### src/rtl/alu_pool_scheduler.sv
// alu_pool_scheduler: registered oldest-issue-first allocator sharing NUM_ALUS
// ALUs among NUM_PORTS issue controllers, with a per-port hold watchdog.
module alu_pool_scheduler #(
    parameter int unsigned NUM_ALUS     = 4,
    parameter int unsigned NUM_PORTS    = 4,
    parameter int unsigned ID_WIDTH     = 16,
    parameter int unsigned HOLD_TIMEOUT = 64
) (
    input  logic                                                     clk,
    input  logic                                                     rst,
    input  logic [NUM_PORTS-1:0]                                     req,
    input  logic [NUM_PORTS*ID_WIDTH-1:0]                            req_issue_id,
    input  logic [NUM_PORTS-1:0]                                     release_lock,
    output logic [NUM_PORTS-1:0]                                     grant,
    output logic [NUM_PORTS*((NUM_ALUS > 1) ? $clog2(NUM_ALUS) : 1)-1:0] alloc_id,
    output logic [$clog2(NUM_ALUS+1)-1:0]                            free_count,
    output logic                                                     pool_busy,
    output logic [NUM_PORTS-1:0]                                     timeout_pulse
);

    localparam int unsigned AW      = (NUM_ALUS  > 1) ? $clog2(NUM_ALUS)  : 1;
    localparam int unsigned PW      = (NUM_PORTS > 1) ? $clog2(NUM_PORTS) : 1;
    localparam int unsigned CW      = $clog2(NUM_ALUS + 1);
    localparam int unsigned MX      = (NUM_PORTS > NUM_ALUS) ? NUM_PORTS : NUM_ALUS;
    localparam int unsigned RW      = $clog2(MX + 1);
    localparam int unsigned HW      = (HOLD_TIMEOUT > 1) ? $clog2(HOLD_TIMEOUT) : 1;
    localparam int unsigned TO_LAST = (HOLD_TIMEOUT > 0) ? HOLD_TIMEOUT - 1 : 0;
    localparam bit          WD_EN   = (HOLD_TIMEOUT > 0);

    // Registered pool state: per-ALU owner, per-port hold counter
    logic [NUM_ALUS-1:0] owner_valid;
    logic [PW-1:0]       owner_port [NUM_ALUS];
    logic [HW-1:0]       hold_cnt   [NUM_PORTS];

    // Arbitration results
    logic [NUM_PORTS-1:0] waiting;
    logic [NUM_PORTS-1:0] release_now;
    logic [NUM_PORTS-1:0] reclaim_now;
    logic [NUM_PORTS-1:0] drop_now;
    logic [ID_WIDTH-1:0]  port_id    [NUM_PORTS];
    logic [RW-1:0]        wait_rank  [NUM_PORTS];
    logic [RW-1:0]        free_rank  [NUM_ALUS];
    logic [NUM_PORTS-1:0] hit;
    logic [AW-1:0]        port_alu   [NUM_PORTS];
    logic [NUM_ALUS-1:0]  taken;
    logic [PW-1:0]        taken_port [NUM_ALUS];
    logic [NUM_ALUS-1:0]  next_valid;
    logic [CW-1:0]        next_free;
    logic [ID_WIDTH-1:0]  diff;

    // Age ranking of waiters, free-ALU ranking, rank matching and next pool state
    always_comb begin
        waiting     = '0;
        release_now = '0;
        reclaim_now = '0;
        drop_now    = '0;
        hit         = '0;
        taken       = '0;
        next_valid  = '0;
        next_free   = '0;
        diff        = '0;
        for (int p = 0; p < int'(NUM_PORTS); p++) begin
            port_id[p]   = req_issue_id[p*ID_WIDTH +: ID_WIDTH];
            wait_rank[p] = '0;
            port_alu[p]  = '0;
        end
        for (int a = 0; a < int'(NUM_ALUS); a++) begin
            free_rank[a]  = '0;
            taken_port[a] = '0;
        end

        for (int p = 0; p < int'(NUM_PORTS); p++) begin
            waiting[p]     = req[p] & ~grant[p];
            release_now[p] = grant[p] & release_lock[p];
            reclaim_now[p] = WD_EN && grant[p] && !release_lock[p]
                             && (hold_cnt[p] == HW'(TO_LAST));
            drop_now[p]    = release_now[p] | reclaim_now[p];
        end

        // rank = number of waiters strictly older (ties go to the lower port)
        for (int p = 0; p < int'(NUM_PORTS); p++) begin
            for (int q = 0; q < int'(NUM_PORTS); q++) begin
                if (q != p && waiting[p] && waiting[q]) begin
                    diff = port_id[q] - port_id[p];
                    if (diff[ID_WIDTH-1] || (diff == '0 && q < p))
                        wait_rank[p] = wait_rank[p] + RW'(1);
                end
            end
        end

        for (int a = 0; a < int'(NUM_ALUS); a++)
            for (int b = 0; b < a; b++)
                if (!owner_valid[b]) free_rank[a] = free_rank[a] + RW'(1);

        // k-th oldest waiter takes k-th free ALU; first claimant wins if ranks collide
        for (int a = 0; a < int'(NUM_ALUS); a++) begin
            if (!owner_valid[a]) begin
                for (int p = 0; p < int'(NUM_PORTS); p++) begin
                    if (waiting[p] && !taken[a] && !hit[p] && wait_rank[p] == free_rank[a]) begin
                        taken[a]      = 1'b1;
                        taken_port[a] = PW'(p);
                        hit[p]        = 1'b1;
                        port_alu[p]   = AW'(a);
                    end
                end
            end
        end

        for (int a = 0; a < int'(NUM_ALUS); a++) begin
            next_valid[a] = (owner_valid[a] && !drop_now[owner_port[a]]) || taken[a];
            if (!next_valid[a]) next_free = next_free + CW'(1);
        end
    end

    // Pool, grant, watchdog and status registers
    always_ff @(posedge clk or posedge rst) begin
        if (rst) begin
            owner_valid   <= '0;
            grant         <= '0;
            alloc_id      <= '0;
            timeout_pulse <= '0;
            free_count    <= CW'(NUM_ALUS);
            pool_busy     <= 1'b0;
            for (int a = 0; a < int'(NUM_ALUS); a++) owner_port[a] <= '0;
            for (int p = 0; p < int'(NUM_PORTS); p++) hold_cnt[p] <= '0;
        end else begin
            owner_valid   <= next_valid;
            free_count    <= next_free;
            pool_busy     <= (next_free == '0);
            timeout_pulse <= reclaim_now;
            for (int a = 0; a < int'(NUM_ALUS); a++)
                if (taken[a]) owner_port[a] <= taken_port[a];
            for (int p = 0; p < int'(NUM_PORTS); p++) begin
                if (drop_now[p]) begin
                    grant[p]                <= 1'b0;
                    alloc_id[p*AW +: AW]    <= '0;
                    hold_cnt[p]             <= '0;
                end else if (hit[p]) begin
                    grant[p]                <= 1'b1;
                    alloc_id[p*AW +: AW]    <= port_alu[p];
                    hold_cnt[p]             <= '0;
                end else if (grant[p] && WD_EN) begin
                    hold_cnt[p]             <= hold_cnt[p] + HW'(1);
                end
            end
        end
    end

endmodule

### config.mk
export PLATFORM = sky130hd
export DESIGN_NAME = alu_pool_scheduler
export DESIGN_NICKNAME = d
export VERILOG_FILES = /design/src/rtl/alu_pool_scheduler.sv
export SDC_FILE = /design/constraint.sdc
export NUM_CORES = 1
export LEC_CHECK = 0
export CAP_MARGIN = 0
export CORE_MARGIN = 4
export CORE_UTILIZATION = 45
export DETAILED_ROUTE_END_ITERATION = 6
export DONT_BUFFER_PORTS = 1
export GPL_TIMING_DRIVEN = 1
export PLACE_DENSITY_LB_ADDON = 0.2
export SKIP_LAST_GASP = 1
export SLEW_MARGIN = 10
export SYNTH_ARGS = -nofsm -noshare
export SYNTH_HDL_FRONTEND = slang
export SYNTH_SLANG_ARGS = --single-unit
### constraint.sdc
create_clock -name clk -period 12.6 [get_ports clk]
set_input_delay 2.52 -clock clk [delete_from_list [all_inputs] [get_ports clk]]
set_output_delay 2.52 -clock clk [all_outputs]
set_load 0.02 [all_outputs]
# After elaboration in Yosys (flattened, before gate mapping)
# Cells that the tools add are included.
[word_totals]
regBits = 56
latch_bits = 0
mem_bits_rw = 0
mem_bits_ro = 0
out_inout_bits = 20
memories = 0
[op_classes]
n_addsub = 29
multipliers = 0
div_mod_pow = 0
n_lt_le_gt_ge = 4
eq_ne = 16
shifts = 0
muxes = 148
bitwise_logic = 16
reduce_logical = 119
[ops]
columns = ["cell", "n"]
rows = [
  ["subtractor 16 bit", 12],
  ["zero test 16 bit", 6],
  ["2-to-1 mux 3 bit", 25],
  ["2-to-1 mux 1 bit", 72],
  ["2-to-1 mux 6 bit", 12],
  ["logical AND 1 bit", 58],
  ["2-to-1 mux 2 bit", 28],
  ["adder 3 x 1 -> 3 bit, second input constant", 13],
  ["== test 3 bit", 12],
  ["zero test 1 bit", 32],
  ["adder 6 x 1 -> 6 bit, second input constant", 4],
  ["== test 6 bit, second input constant", 4],
  ["2-to-1 mux 4 bit", 4],
  ["2-to-1 mux 8 bit", 2],
  ["zero test 3 bit", 5],
  ["< comparator 2 x 3 -> 1 bit, second input constant", 4],
  ["nonzero test 3 bit", 4],
  ["logical OR 1 bit", 10],
  ["AND 1 bit", 8],
  ["binary-select mux 1 bit (select 2 bit)", 4],
  ["nonzero test 2 bit", 4],
  ["2-to-1 mux 7 bit", 1],
  ["inverter 1 bit", 4],
  ["OR 1 bit", 4],
]

# Longest topological paths before layout
[logic_depth]
depth_word = 101
depth_mapped = 38
depth_no_buf = 38

# Least setup slack after synthesis
# No wires, ideal clock.
[synth_timing]
path_kind = "input port to flip-flop"
from = "input req_issue_id[17]"
to = "register pool_busy"
setup_ns = 0.132
t_arrival_ns = 8.406
t_required_ns = 12.468
path_slack_ns = 4.062
cell_stages = 34
cell_sequence = "inv_1 > ha_1 > a21o_1 > a21oi_1 > o21bai_1 > a21o_1 > a21o_1 > a21oi_1 > o21bai_1 > a21o_1 > a21o_1 > a21o_1 > a221oi_1 > xor2_1 > a41o_1 > ha_1 > a21oi_1 > a21oi_1 > nand2_1 > inv_1 > ha_1 > o21ai_0 > o21a_1 > o221a_2 > nand2_1 > or4_1 > nand3_1 > inv_1 > ha_1 > xor2_1 > ha_1 > and3b_1 > a211oi_1 > a211oi_2"
[synth_via]
elab_cells_between_ends = 176
[synth_lines]
columns = ["item", "line_no", "text"]
rows = [
  ["from (decl)", "12", "input logic [NUM_PORTS*ID_WIDTH-1:0] req_issue_id,"],
  ["subtractor 16 bit", "84", "diff = port_id[q] - port_id[p];"],
  ["2-to-1 mux 1 bit", "85", "if (diff[ID_WIDTH-1] || (diff == '0 && q < p))"],
  ["2-to-1 mux 3 bit", "83", "if (q != p && waiting[p] && waiting[q]) begin"],
  ["adder 3 x 1 -> 3 bit", "86", "wait_rank[p] = wait_rank[p] + RW'(1);"],
  ["2-to-1 mux 3 bit", "85", ""],
  ["2-to-1 mux 3 bit", "83", ""],
  ["adder 3 x 1 -> 3 bit", "86", ""],
  ["2-to-1 mux 3 bit", "85", ""],
  ["(+28 left out)", "--", ""],
  ["logical OR 1 bit (*)", "110", "next_valid[a] = (owner_valid[a] && !drop_now[owner_port[a]]) || taken[a];"],
  ["via next_valid[1]", "47", "logic [NUM_ALUS-1:0] next_valid;"],
  ["2-to-1 mux 3 bit (*)", "111", "if (!next_valid[a]) next_free = next_free + CW'(1);"],
  ["adder 3 x 1 -> 3 bit", "111", ""],
  ["2-to-1 mux 3 bit (*)", "111", ""],
  ["adder 3 x 1 -> 3 bit", "111", ""],
  ["2-to-1 mux 3 bit (*)", "111", ""],
  ["zero test 3 bit (*)", "129", "pool_busy <= (next_free == '0);"],
  ["to (signal assigned)", "129", ""],
  ["to (decl)", "17", "output logic pool_busy,"],
]
# Mark *: on every way through the listed nets, which the timed path passes. The rest lies on a longest branch. The select of a mux whose other input is x is not followed.
# A chain may end at the register's enable or synchronous reset.

# Worst setup path after layout
[layout_timing]
from = "input req_issue_id[17]"
to = "register pool_busy"
[layout_via]
elab_chain_len = 49
elab_cells_between_ends = 176
[layout_rtl]
columns = ["item", "line_no"]
rows = [
  ["branches (longest 47 deep; another with subtractor 16 bit)", "--"],
  ["2-to-1 mux 3 bit (*)", "111"],
  ["zero test 3 bit (*)", "129"],
]
# Mark *: on every way between the ends. The select of a mux whose other input is x is not followed.

==> metrics.txt <==
dominant synthesized flop cell=dfrtp_1; H-tree Lvls=2; Bufs and invs on worst path=1; outcome=complete, no violations; clock root buffer=clkbuf_16; number of max-slew violations in the final report=0; Clock transition at path regs=around 0.070 ns; RSZ-0062 raised after global routing=false; total congestion overflow after global routing=0; post-synthesis instance area=about 11000 sq um; Critical R2R Launch=grant[1]; sinks on the clock net=between 50 and 60; max-cap violations=0; synthesized netlist net count=1669; fraction of layout instances using a drive strength above 1=between 4 and 5%; reg2reg path depth=23; switching power as a share of total power=between 50% and 60%; CORE AREA=between 20000 and 25000 sq um; number of placement rows=56; worst hold stages=1; Adder-Cell Fraction of Synth Area=23.0%; Max FO, Critical Path=7; Mapped Cells=1398; register share of total power=between 20% and 30%; worst slew pin tran=roughly 0.82 ns; main combinational cell family by area after synthesis=compound AO/OA/AOI/OAI gates; area grow syn2layout=4.11%; total routing usage reported by global routing=about 26%; net total in the final layout=about 1600; number of flops mapped to enable cells by yosys=0; area taken by flip-flops and latches=1400 sq um; cell with the largest stage delay on the worst path=nor4_1; data required time at the worst endpoint=approximately 13 ns; worst relative slew slack=between 40% and 50%; count of synthesis-stage warnings from yosys=0; startpoint class of the critical path=primary input; portion of total power attributed to the clock network=around a tenth; width of the die=between 150 and 200 microns; fraction of the cycle the final worst path needs=roughly 76%; worst min-delay path endpoint=hold_cnt[5]; post-synth cell types=between 90 and 100; largest net degree at the start of global routing=57; Pint=between 0.0007 and 0.0008 W; FF-to-FF setup slack=between 6 and 7 ns; clock latency on the worst-skew pair=about 0.30 ns; vias after detailed routing=10600; WP data arrival=about 9.7 ns; register area share after synthesis=about an eighth; asr flop ratio synth=100%; Antenna Violating Nets Remaining=0; total negative slack for setup checks=0 ns; Clock Skews=between 0.007 and 0.008 ns; xor/xnor share of the synthesized area=under 10%; Chip Height=around 160 microns; fraction of synthesized area in multiplexers=under 10%; P per Cell Area=about 130 nW/um^2; final setup margin=~3.1 ns; Reg2Reg Capture Point=pool_busy; Switch Pwr=approximately 0.00076 W; type of the worst min-delay path=flip-flop to flip-flop; Mean Syn Cell Area=7.69 sq um; source of the worst hold timing path=hold_cnt[5]; combinational power share=66.9%; Resize count post-CTS=0; Final Util=between 40% and 50%; TritonCTS clock tree=yes; post-synthesis simple-gate area fraction=22.2%; vias per std cell=6.26; # fillers=2325; drt wl/cell=approximately 21 microns; CTS buffer count=5; number of optimization iterations in the first detailed-route pass=5; cell count after placement=approximately 1700; total non-filler cell area in the finished layout=11200 sq um; final cell count without fillers=1696; share of the synthesized area in compound gates (AO/OA/AOI/OAI)=between 20% and 30%; final count of hold timing violations=0; Total Die Area=around 26000 sq um; total placed instance area=between 10000 and 15000 sq um; worst ir drop on vdd=0.0881 mV; count of routing violations after the opening detailed-route iteration=about 1200; effective utilization at floorplan=45.8%; number of I/O pins=94; fin crit period=9.53 ns; gp weighted congestion=between 0.9 and 1; number of endpoints failing setup at the final stage=0; Pleak=5.14 nW; hold-fix buffer count after cts=0; highest achievable clock rate=~100 MHz; quantity of I/O buffers inserted on ports=0; stage delay of the slowest cell on the critical path=around 0.76 ns; category of the critical setup timing path=primary input to flip-flop; DPL Wire Length=29.6 mm; post-placement setup slack=2.93 ns; category of the worst setup path capture point=flip-flop; combined area of the multi-input logic cells=between 8000 and 9000 sq um; wire length of the first global-routing pass=around 55 mm; synthesized flop and latch total=56; kind of cell with the highest combined delay on the critical path=compound AO/OA/AOI/OAI gates; Setup Fix Bufs, Post-CTS=0; Routed Wire Length=between 30 and 40 mm; DRC Markers=0; antenna diode instance count=0; initial antenna violation count=0; maximum buffer depth of the clock tree=2; vias in the first global route=approximately 9800
[kinds of logic (layout without fill, tap and decap cells)]
| family | count (synthesis) | after routing |
|---|---|---|
| compound gates | 446 | 446 |
| xor+xnor | 68 | 68 |
| fa+ha+maj | 198 | 198 |
| buf+inv | 139 | 118 |
| flops | 56 | 56 |
| mux | 24 | 24 |
| simple gates | 467 | 467 |
[worst reg2reg max path, cell delays in order, from the launching register on]
cell and delay, ns:
dfrtp_1 0.72, nand2b_1 0.54, nor3_1 0.14, ha_1 0.31, nand3_1 0.10, and3_1 0.39
inv_1 0.15, ha_1 0.36, nor2_1 0.21, nand2_1 0.11, a21oi_1 0.18, o211ai_1 0.12
a21oi_1 0.20, nor3_1 0.16, o311a_1 0.19, a2111oi_0 0.59, a311o_1 0.31, o21bai_2 0.16
mux2i_4 0.37, xor2_1 0.28, ha_1 0.24, and3b_1 0.19, a211oi_1 0.27, a211oi_2 0.08
[final cells by class]
class | count | share of cell area (%)
flip-flops and latches | 56 | 12.5
inverters | 105 | 3.52
clock inverters | 3 | 0.201
clock buffers | 5 | 1.12
well taps | 319 | 3.57
multi-input cells | 1203 | 78.7
repair buffers | 5 | 0.335
[metrics by stage]
| step | hold slack [ns] | power [W] |
|---|---|---|
| 2_1_floorplan | 0.438 | 0.00109 |
| 3_3_place_gp | 0.470 | 0.00131 |
| 3_5_place_dp | 0.468 | 0.00132 |
| 4_1_cts | 0.482 | 0.00147 |
| 5_1_grt | 0.503 | 0.00161 |
| 6_report | 0.482 | 0.00148 |
[layer usage]
layer / global-route usage [%] / wire (microns)
met1: 37.8 / 16600
met3: 5.44 / 2960
met5: 0 / 0
met2: 40.5 / 15300
met4: 4.04 / 503
[layout by cell type (no fill, tap or decap), types with 17 or more instances in the layout]
cell type and n:
a211oi_1 19, a21o_1 38, a21oi_1 107, and3_1 24, dfrtp_1 55, ha_1 197, inv_1 102, nand2_1 115
nand2b_1 32, nand3_1 41, nand4_1 28, nor2_1 104, nor3_1 38, o211ai_1 20, o21a_1 17, o21ai_0 83
xnor2_1 44, xor2_1 24
[sequential cells by signal (all words and copies together), names as in the netlist]
signal / flops
hold_cnt: 24
alloc_id: 8
owner_port: 8
grant: 4
owner_valid: 4
timeout_pulse: 4
free_count: 3
pool_busy: 1
[synth_stat cells (7+ instances only)]
master	number	share of area, %
o21bai_1	16	1.1
nor2b_1	15	0.87
a21oi_1	107	5.0
a221oi_1	7	0.57
nor4_1	8	0.47
inv_1	103	3.6
o21ai_0	83	3.9
a211oi_1	19	1.3
xnor2_1	44	3.6
a21o_1	38	2.7
o211ai_1	20	1.4
or3_1	7	0.41
a31oi_1	14	0.81
nand2b_1	32	1.9
nor2_1	104	3.6
nand3b_1	13	0.91
o31ai_1	16	1.1
buf_2	12	0.56
nand4_1	28	1.6
clkbuf_1	22	0.77
dfrtp_1	55	13
and3_1	24	1.4
nand2_1	115	4.0
nor3_1	38	1.8
or2_2	8	0.47
mux2i_1	15	1.4
xor2_1	24	2.0
ha_1	197	23
o21a_1	17	1.2
nand3_1	41	1.9
[worst max path at each step]
stage                     end        startpoint  slack, ns  cells after the start
finish              pool_busy  req_issue_id[17]       3.07                     34
global route        pool_busy  req_issue_id[17]       2.39                     37
CTS                 pool_busy  req_issue_id[17]       3.22                     35
detailed placement  pool_busy  req_issue_id[17]       2.93                     34
global placement    pool_busy  req_issue_id[17]       3.12                     35
floorplan           pool_busy  req_issue_id[17]       4.06                     34
[power by group through the flow]
stage	Sequential, W	Clock (W)	Combinational [W]
2_1_floorplan	0.000307	0	0.000781
3_3_place_gp	0.000351	0	0.000959
3_5_place_dp	0.000350	0	0.000968
4_1_cts	0.000347	0.000146	0.000976
5_1_grt	0.000359	0.000154	0.00110
6_report	0.000348	0.000142	0.000990
No activity file was read; power rests on OpenSTA's default activity.
